===== src/rtl/bdd_pkg.sv =====
// Shared types, widths and node/child word field extractors for the
// decision-diagram traversal engine. This package is the configuration point.
package bdd_pkg;

    localparam int N_ATTR    = 4;
    localparam int ATTR_W    = 8;
    localparam int COEFF_W   = 6;
    localparam int THR_W     = 10;
    localparam int ADDR_W    = 8;
    localparam int DEPTH     = 32;
    localparam int CLASS_W   = 8;
    localparam int ROOT_ADDR = 0;
    localparam int MAX_HOPS  = 32;

    // Node word = {coeff[N_ATTR-1..0], thr}; child word = {L_leaf, L_ptr, R_leaf, R_ptr}
    localparam int NODE_W  = N_ATTR * COEFF_W + THR_W;
    localparam int PTR_W   = ADDR_W + 1;
    localparam int CHILD_W = 2 * PTR_W;
    localparam int PROD_W  = ATTR_W + COEFF_W;
    localparam int ACC_W   = ATTR_W + COEFF_W + $clog2(N_ATTR);
    localparam int HOPS_W  = $clog2(MAX_HOPS + 1);
    localparam int IDX_W   = (N_ATTR > 1) ? $clog2(N_ATTR) : 1;
    localparam int RAM_AW  = (DEPTH > 1) ? $clog2(DEPTH) : 1;

    typedef enum logic [2:0] {
        S_IDLE   = 3'd0,
        S_FETCH  = 3'd1,
        S_MAC    = 3'd2,
        S_DECIDE = 3'd3,
        S_DONE   = 3'd4
    } state_t;

    function automatic logic [COEFF_W-1:0] f_coeff(input logic [NODE_W-1:0] node,
                                                   input logic [IDX_W-1:0] idx);
        return node[THR_W + int'(idx) * COEFF_W +: COEFF_W];
    endfunction

    function automatic logic [THR_W-1:0] f_thr(input logic [NODE_W-1:0] node);
        return node[THR_W-1:0];
    endfunction

    function automatic logic f_l_leaf(input logic [CHILD_W-1:0] child);
        return child[CHILD_W-1];
    endfunction

    function automatic logic [ADDR_W-1:0] f_l_ptr(input logic [CHILD_W-1:0] child);
        return child[CHILD_W-2 -: ADDR_W];
    endfunction

    function automatic logic f_r_leaf(input logic [CHILD_W-1:0] child);
        return child[ADDR_W];
    endfunction

    function automatic logic [ADDR_W-1:0] f_r_ptr(input logic [CHILD_W-1:0] child);
        return child[ADDR_W-1:0];
    endfunction

endpackage


===== src/rtl/bdd_traverse_engine_if.sv =====
// Bus bundle between the attribute/config source and the traversal engine.
// Handshake: a request is start=1 in a cycle where busy=0; it is accepted on
// that clock edge and attr_in is latched. start while busy=1 is ignored, not
// queued. The result is out_valid for exactly one cycle with out_class/err/hops,
// which then hold until the next out_valid. cfg_we is honoured only while busy=0.
interface bdd_traverse_engine_if;
    import bdd_pkg::*;

    logic                     i_cfg_we;
    logic [ADDR_W-1:0]        i_cfg_addr;
    logic [NODE_W-1:0]        i_cfg_node;
    logic [CHILD_W-1:0]       i_cfg_child;
    logic                     i_start;
    logic [N_ATTR*ATTR_W-1:0] i_attr_in;
    logic                     o_busy;
    logic                     o_out_valid;
    logic [CLASS_W-1:0]       o_out_class;
    logic                     o_out_err;
    logic [HOPS_W-1:0]        o_out_hops;
    state_t                   o_dbg_state;

    modport master (
        output i_cfg_we, i_cfg_addr, i_cfg_node, i_cfg_child, i_start, i_attr_in,
        input  o_busy, o_out_valid, o_out_class, o_out_err, o_out_hops, o_dbg_state
    );

    modport slave (
        input  i_cfg_we, i_cfg_addr, i_cfg_node, i_cfg_child, i_start, i_attr_in,
        output o_busy, o_out_valid, o_out_class, o_out_err, o_out_hops, o_dbg_state
    );

endinterface


===== src/rtl/bdd_node_ram.sv =====
// Simple one-write / one-synchronous-read table. Contents survive reset.
module bdd_node_ram #(
    parameter int WIDTH = 8,
    parameter int DEPTH = 32,
    parameter int AW    = 5
) (
    input  logic             i_clk,
    input  logic             i_we,
    input  logic [AW-1:0]    i_waddr,
    input  logic [WIDTH-1:0] i_wdata,
    input  logic [AW-1:0]    i_raddr,
    output logic [WIDTH-1:0] o_rdata
);

    logic [WIDTH-1:0] r_mem [DEPTH];

    // Write port and registered read port; a write is visible to reads on later edges.
    always_ff @(posedge i_clk) begin
        if (i_we) begin
            r_mem[i_waddr] <= i_wdata;
        end
        o_rdata <= r_mem[i_raddr];
    end

endmodule


===== src/rtl/bdd_traverse_engine.sv =====
// Decision-diagram classifier: walks the node table from the root, computing a
// per-node dot product against the latched attributes and following child
// pointers until a leaf class, an out-of-range pointer or the hop limit.
module bdd_traverse_engine
    import bdd_pkg::*;
(
    input  logic                 i_clk,
    input  logic                 i_rst,
    bdd_traverse_engine_if.slave bus
);

    state_t                   r_state;
    state_t                   w_state_nxt;
    logic [N_ATTR*ATTR_W-1:0] r_attr;
    logic [RAM_AW-1:0]        r_node;
    logic [IDX_W-1:0]         r_idx;
    logic [ACC_W-1:0]         r_acc;
    logic [HOPS_W-1:0]        r_hops;
    logic [CLASS_W-1:0]       r_class;
    logic                     r_err;
    logic                     r_out_valid;
    logic [CLASS_W-1:0]       r_out_class;
    logic                     r_out_err;
    logic [HOPS_W-1:0]        r_out_hops;

    logic [NODE_W-1:0]        w_node_word;
    logic [CHILD_W-1:0]       w_child_word;
    logic                     w_cfg_wr;
    logic [ATTR_W-1:0]        w_attr;
    logic [COEFF_W-1:0]       w_coeff;
    logic [PROD_W-1:0]        w_prod;
    logic                     w_last_mac;
    logic                     w_take_r;
    logic                     w_leaf;
    logic [ADDR_W-1:0]        w_ptr;
    logic [HOPS_W-1:0]        w_hops_inc;
    logic                     w_bad;

    // Table writes only land while idle and inside the table.
    assign w_cfg_wr = (r_state == S_IDLE) && bus.i_cfg_we && (int'(bus.i_cfg_addr) < DEPTH);

    bdd_node_ram #(.WIDTH(NODE_W), .DEPTH(DEPTH), .AW(RAM_AW)) u_node_ram (
        .i_clk   (i_clk),
        .i_we    (w_cfg_wr),
        .i_waddr (bus.i_cfg_addr[RAM_AW-1:0]),
        .i_wdata (bus.i_cfg_node),
        .i_raddr (r_node),
        .o_rdata (w_node_word)
    );

    bdd_node_ram #(.WIDTH(CHILD_W), .DEPTH(DEPTH), .AW(RAM_AW)) u_child_ram (
        .i_clk   (i_clk),
        .i_we    (w_cfg_wr),
        .i_waddr (bus.i_cfg_addr[RAM_AW-1:0]),
        .i_wdata (bus.i_cfg_child),
        .i_raddr (r_node),
        .o_rdata (w_child_word)
    );

    assign w_attr     = r_attr[int'(r_idx) * ATTR_W +: ATTR_W];
    assign w_coeff    = f_coeff(w_node_word, r_idx);
    assign w_prod     = PROD_W'(w_attr) * PROD_W'(w_coeff);
    assign w_last_mac = (int'(r_idx) == N_ATTR - 1);

    // Branch decision and next-state selection for the walk.
    always_comb begin
        w_take_r    = r_acc > ACC_W'(f_thr(w_node_word));
        w_leaf      = w_take_r ? f_r_leaf(w_child_word) : f_l_leaf(w_child_word);
        w_ptr       = w_take_r ? f_r_ptr(w_child_word) : f_l_ptr(w_child_word);
        w_hops_inc  = r_hops + HOPS_W'(1);
        w_bad       = (int'(w_ptr) >= DEPTH) || (int'(w_hops_inc) >= MAX_HOPS);
        w_state_nxt = r_state;
        case (r_state)
            S_IDLE:   if (bus.i_start) w_state_nxt = S_FETCH;
            S_FETCH:  w_state_nxt = S_MAC;
            S_MAC:    if (w_last_mac) w_state_nxt = S_DECIDE;
            S_DECIDE: w_state_nxt = (w_leaf || w_bad) ? S_DONE : S_FETCH;
            S_DONE:   w_state_nxt = S_IDLE;
            default:  w_state_nxt = S_IDLE;
        endcase
    end

    // FSM state register.
    always_ff @(posedge i_clk or posedge i_rst) begin
        if (i_rst) r_state <= S_IDLE;
        else       r_state <= w_state_nxt;
    end

    // Walk datapath: attribute latch, node pointer, MAC accumulator, hop counter.
    always_ff @(posedge i_clk or posedge i_rst) begin
        if (i_rst) begin
            r_attr  <= '0;
            r_node  <= RAM_AW'(ROOT_ADDR);
            r_idx   <= '0;
            r_acc   <= '0;
            r_hops  <= '0;
            r_class <= '0;
            r_err   <= 1'b0;
        end else begin
            case (r_state)
                S_IDLE: if (bus.i_start) begin
                    r_attr <= bus.i_attr_in;
                    r_node <= RAM_AW'(ROOT_ADDR);
                    r_hops <= '0;
                end
                S_FETCH: begin
                    r_acc <= '0;
                    r_idx <= '0;
                end
                S_MAC: begin
                    r_acc <= r_acc + ACC_W'(w_prod);
                    r_idx <= r_idx + IDX_W'(1);
                end
                S_DECIDE: begin
                    r_hops <= w_hops_inc;
                    if (w_leaf) begin
                        r_class <= w_ptr[CLASS_W-1:0];
                        r_err   <= 1'b0;
                    end else if (w_bad) begin
                        r_class <= '0;
                        r_err   <= 1'b1;
                    end else begin
                        r_node  <= w_ptr[RAM_AW-1:0];
                    end
                end
                default: ;
            endcase
        end
    end

    // Result registers: one-cycle valid pulse, payload held until the next result.
    always_ff @(posedge i_clk or posedge i_rst) begin
        if (i_rst) begin
            r_out_valid <= 1'b0;
            r_out_class <= '0;
            r_out_err   <= 1'b0;
            r_out_hops  <= '0;
        end else begin
            r_out_valid <= (r_state == S_DONE);
            if (r_state == S_DONE) begin
                r_out_class <= r_class;
                r_out_err   <= r_err;
                r_out_hops  <= r_hops;
            end
        end
    end

    assign bus.o_busy      = (r_state != S_IDLE);
    assign bus.o_out_valid = r_out_valid;
    assign bus.o_out_class = r_out_class;
    assign bus.o_out_err   = r_out_err;
    assign bus.o_out_hops  = r_out_hops;
    assign bus.o_dbg_state = r_state;

endmodule


===== src/flat_wrapper.sv =====
// flat-port wrapper written by rule: the top's interface ports become plain ports
module bdd_traverse_engine_flat import bdd_pkg::*;
  (i_clk, i_rst, bus_i_cfg_we, bus_i_cfg_addr, bus_i_cfg_node, bus_i_cfg_child, bus_i_start, bus_i_attr_in, bus_o_busy, bus_o_out_valid, bus_o_out_class, bus_o_out_err, bus_o_out_hops, bus_o_dbg_state);
  bdd_traverse_engine_if bus_i ();
  input  logic i_clk;
  input  logic i_rst;
  input wire logic [$bits(bus_i.i_cfg_we)-1:0] bus_i_cfg_we;
  input wire logic [$bits(bus_i.i_cfg_addr)-1:0] bus_i_cfg_addr;
  input wire logic [$bits(bus_i.i_cfg_node)-1:0] bus_i_cfg_node;
  input wire logic [$bits(bus_i.i_cfg_child)-1:0] bus_i_cfg_child;
  input wire logic [$bits(bus_i.i_start)-1:0] bus_i_start;
  input wire logic [$bits(bus_i.i_attr_in)-1:0] bus_i_attr_in;
  output wire logic [$bits(bus_i.o_busy)-1:0] bus_o_busy;
  output wire logic [$bits(bus_i.o_out_valid)-1:0] bus_o_out_valid;
  output wire logic [$bits(bus_i.o_out_class)-1:0] bus_o_out_class;
  output wire logic [$bits(bus_i.o_out_err)-1:0] bus_o_out_err;
  output wire logic [$bits(bus_i.o_out_hops)-1:0] bus_o_out_hops;
  output wire logic [$bits(bus_i.o_dbg_state)-1:0] bus_o_dbg_state;
  assign bus_i.i_cfg_we = bus_i_cfg_we;
  assign bus_i.i_cfg_addr = bus_i_cfg_addr;
  assign bus_i.i_cfg_node = bus_i_cfg_node;
  assign bus_i.i_cfg_child = bus_i_cfg_child;
  assign bus_i.i_start = bus_i_start;
  assign bus_i.i_attr_in = bus_i_attr_in;
  assign bus_o_busy = bus_i.o_busy;
  assign bus_o_out_valid = bus_i.o_out_valid;
  assign bus_o_out_class = bus_i.o_out_class;
  assign bus_o_out_err = bus_i.o_out_err;
  assign bus_o_out_hops = bus_i.o_out_hops;
  assign bus_o_dbg_state = bus_i.o_dbg_state;
  bdd_traverse_engine u_core (.i_clk(i_clk), .i_rst(i_rst), .bus(bus_i));
endmodule

===== config.mk =====
export PLATFORM = sky130hd
export DESIGN_NAME = bdd_traverse_engine_flat
export DESIGN_NICKNAME = d
export VERILOG_FILES = /design/src/rtl/bdd_pkg.sv /design/src/rtl/bdd_traverse_engine_if.sv /design/src/rtl/bdd_node_ram.sv /design/src/rtl/bdd_traverse_engine.sv /design/src/flat_wrapper.sv
export SDC_FILE = /design/constraint.sdc
export NUM_CORES = 2
export LEC_CHECK = 0
export ABC_AREA = 1
export BUFFER_PORTS_ARGS = -buffer_cell sky130_fd_sc_hd__buf_2
export CAP_MARGIN = 20
export CORE_MARGIN = 10
export CORE_UTILIZATION = 25
export CTS_BUF_LIST = sky130_fd_sc_hd__clkbuf_8 sky130_fd_sc_hd__clkbuf_16
export DETAILED_ROUTE_END_ITERATION = 16
export PLACE_DENSITY = 0.48
export SLEW_MARGIN = 20
export SYNTH_ARGS = -nofsm -noshare
export SYNTH_HDL_FRONTEND = slang
export SYNTH_SLANG_ARGS = --single-unit

===== constraint.sdc =====
create_clock -name i_clk -period 10.95 [get_ports i_clk]
set_input_delay 1.095 -clock i_clk [delete_from_list [all_inputs] [get_ports i_clk]]
set_output_delay 1.095 -clock i_clk [all_outputs]
set_load 0.01 [all_outputs]

==> run metrics <==
Avg Inst Size Synth=between 10 and 15 um^2; Root Driver=clkbuf_16; largest family of logic cells by synthesized area=compound AO/OA/AOI/OAI gates; Hold Slack=0.401 ns; Core Footprint=286000 um^2; mux share of post-synthesis cell area=0.103%; CTS buffer count=196; Placer Congestion=~0.80; Clock Sinks=roughly 1800; Max-slew headroom=between 20 and 25%; largest net degree at the start of global routing=158; power density cells=317 nW/um^2; Post-Place Setup Slack=3.87 ns; fin crit share=67.2%; IO Count=116; accumulated negative setup slack=0 ns; DP Wirelength=122000 um; total grt overflow=0; max layer used=met5; Die Area=310000 um^2; Clock Skews=0.111 ns; area of the multi-input gates=16700 um^2; final hold violations=0; Detail Route met3 WL=17700 um; Commonest cells post-synth=edfxtp_1, nor2_1, o21ai_0, o221ai_1, clkbuf_1; fin. max-slew vios=0; Synth Area in Adders=1.82%; Layout fillers=slightly below 30000; Power Total=between 20000 and 30000 uW; Final WS setup=roughly 3.6 ns; synth top area cells=edfxtp_1, o21ai_0, nor2_1, o221ai_1, dfrtp_1; DRC Markers=0; cts-stage hold buffer count=0; Finished Layout Cells=9345; antenna violations before repair=43; Critical Path Sink Type=register; final setup fails=0; cell row count=196; All-Layer GR Usage=between 10% and 20%; Critical Path Start Type=register; 1st-iter DRT viols=around 5000; M1 WL=107000 um; DRT antenna net count=0; first-pass GRT wire length=between 300000 and 400000 um; vias per cell=4.95; Worst Tran Pin Value=1.13 ns; Yosys top cell area share=69.4%; Vert. Die Dim=557 um; vias in the first global route=44467; WL/cell=between 20 and 30 um; RSZ-0062 raised after global routing=false; TritonCTS clock tree=yes; port bufs=roughly 120; Synth Area in Compound Gates=roughly an eighth; Leakage Power=between 0.02 and 0.03 uW; area leader, netlist=edfxtp_1; number of H-tree levels=4; share of layout cells above drive strength 1=10.4%; WP data required=11.67 ns; most common flop cell mapped by yosys=edfxtp_1; Peak VDD IR=a little over 1000 uV; share of async-settable or async-resettable flops after synthesis=under 10%; crit path kind=register to register; routed wire length=237000 um; Arr. time, crit path=8.08 ns; Cells after DPL=8993; Ys Warns=0; Final #Nets=5608; Post-Synth Simple-Gate Area=7.73%; quantity of gates resized following cts=0; fmax=136 MHz; outcome=finished, final reports clean; most common cell in the netlist=edfxtp_1; synth unique cells=53; # Post-CTS Setup Buffers=0; CP Max Fanout=28; effective utilization at floorplan=25.2%; DR WL met2=between 100000 and 150000 um; Reg clk slew, reported paths=roughly 0.06 ns; Max-Cap Viols=0; post-synthesis sequential element count=1805; Worst Hold Class=input port to asynchronous set/reset pin; Die Wd=557 um; Seq/Total Area, Yosys=73.9%; vias=46278; Skew-Pair Late Insertion Delay=0.88 ns; clk buf depth=4; Net Count, Synth=5564; EDFF count, synth=1664; Tmin final=7.36 ns; XOR/XNOR share of the synthesized area=0.0851%; Area Overhead vs Synth=15.4%; first-pass detailed-route iteration total=7; mapped cell area=72000 um^2; Reg area=53300 um^2; Synth Instances=5385
==> path summary, 6_finish.rpt <==
check	cells after the start	end	start	slack [ns]
worst max-delay path	24	u_core.r_acc[13]	u_core.r_idx[0]	3.59
worst min-delay path	2	u_core.r_hops[2]	i_rst	0.40
max in group asynchronous	3	u_core.r_node[1]	i_rst	9.47
worst max register to register	24	u_core.r_acc[13]	u_core.r_idx[0]	3.59
worst min register to register	2	u_core.bus.o_out_class[2]	u_core.bus.o_out_class[2]	0.47
min in group i_clk	2	u_core.bus.o_out_class[2]	u_core.bus.o_out_class[2]	0.47
==> cells by family after synthesis <==
group / Yosys count
mux: 7
simple gates: 1386
compound gates: 1549
xor+xnor: 7
flops: 1805
buf+inv: 548
fa+ha+maj: 83
==> cell type report <==
type / count / share of cell area [%]
repair buffers: 221 / 1.80
clock buffers: 213 / 6.23
flip-flops and latches: 1805 / 64.1
multi-input cells: 3032 / 20.1
well taps: 3762 / 5.67
clock inverters: 130 / 1.25
inverters: 173 / 0.836
diodes: 9 / 0.0271
==> flip-flops by register name, summed over array words and instances (netlist names) <==
register                    count
u_core.r_class                  8
u_core.bus.o_dbg_state          3
u_core.r_hops                   6
u_core.bus.o_out_valid          1
u_core.bus.o_out_err            1
u_core.r_idx                    2
u_core.r_err                    1
u_core.r_node                   5
u_core.u_node_ram.o_rdata      34
u_core.r_acc                   16
u_core.u_child_ram.o_rdata     18
u_core.u_child_ram.r_mem      576
u_core.u_node_ram.r_mem      1088
u_core.bus.o_out_class          8
u_core.r_attr                  32
u_core.bus.o_out_hops           6
==> critical path, cell delays in order, from the launching register on <==
cell and delay (ns):
dfrtp_1 0.96, inv_2 0.40, ha_1 0.53, nor2_2 0.32, inv_1 0.13, o21ai_0 0.32
a211oi_1 0.10, nor3_1 0.41, inv_1 0.21, nor2_1 0.19, fa_1 0.43, fa_1 0.45
fa_1 0.49, inv_1 0.05, fa_1 0.47, inv_1 0.04, ha_1 0.32, a21oi_1 0.13
a21boi_0 0.41, o21ai_0 0.20, a21oi_1 0.28, o21ai_0 0.13, nand2_1 0.08, nand3_1 0.07
nand2_1 0.09
==> routing by layer <==
layer	vias up	track usage, %
li1	20344	-
met1	23829	21.0
met2	1723	22.9
met3	358	2.70
met4	24	3.17
met5	-	0
==> cells in the final DEF (no fill, tap or decap), types with 84 or more instances in the layout <==
| cell | synthesis | routed |
|---|---|---|
| buf_2 | 83 | 115 |
| buf_4 | 27 | 96 |
| clkbuf_16 | 0 | 199 |
| dfrtp_1 | 89 | 84 |
| edfxtp_1 | 1664 | 1664 |
| inv_1 | 167 | 192 |
| nand2_1 | 158 | 157 |
| nand3_1 | 141 | 141 |
| nor2_1 | 1041 | 1009 |
| o21ai_0 | 896 | 896 |
| o221ai_1 | 324 | 324 |
| o22ai_1 | 109 | 109 |
==> metrics by stage <==
stage          utilization, %  cell area [um^2]
6_report                 29.1             83100
5_1_grt                  29.0             83100
4_1_cts                  29.0             83100
3_5_place_dp             26.9             76800
3_3_place_gp             26.9             76800
2_1_floorplan               -             72000
==> power by group <==
group          total (uW)  switching [uW]  internal [uW]
Sequential           8100             274           7820
Combinational       11700            7880           3860
Clock                6480            2710           3770
Total               26300           10900          15500
Note: power is estimated with default switching activity, not from simulation.
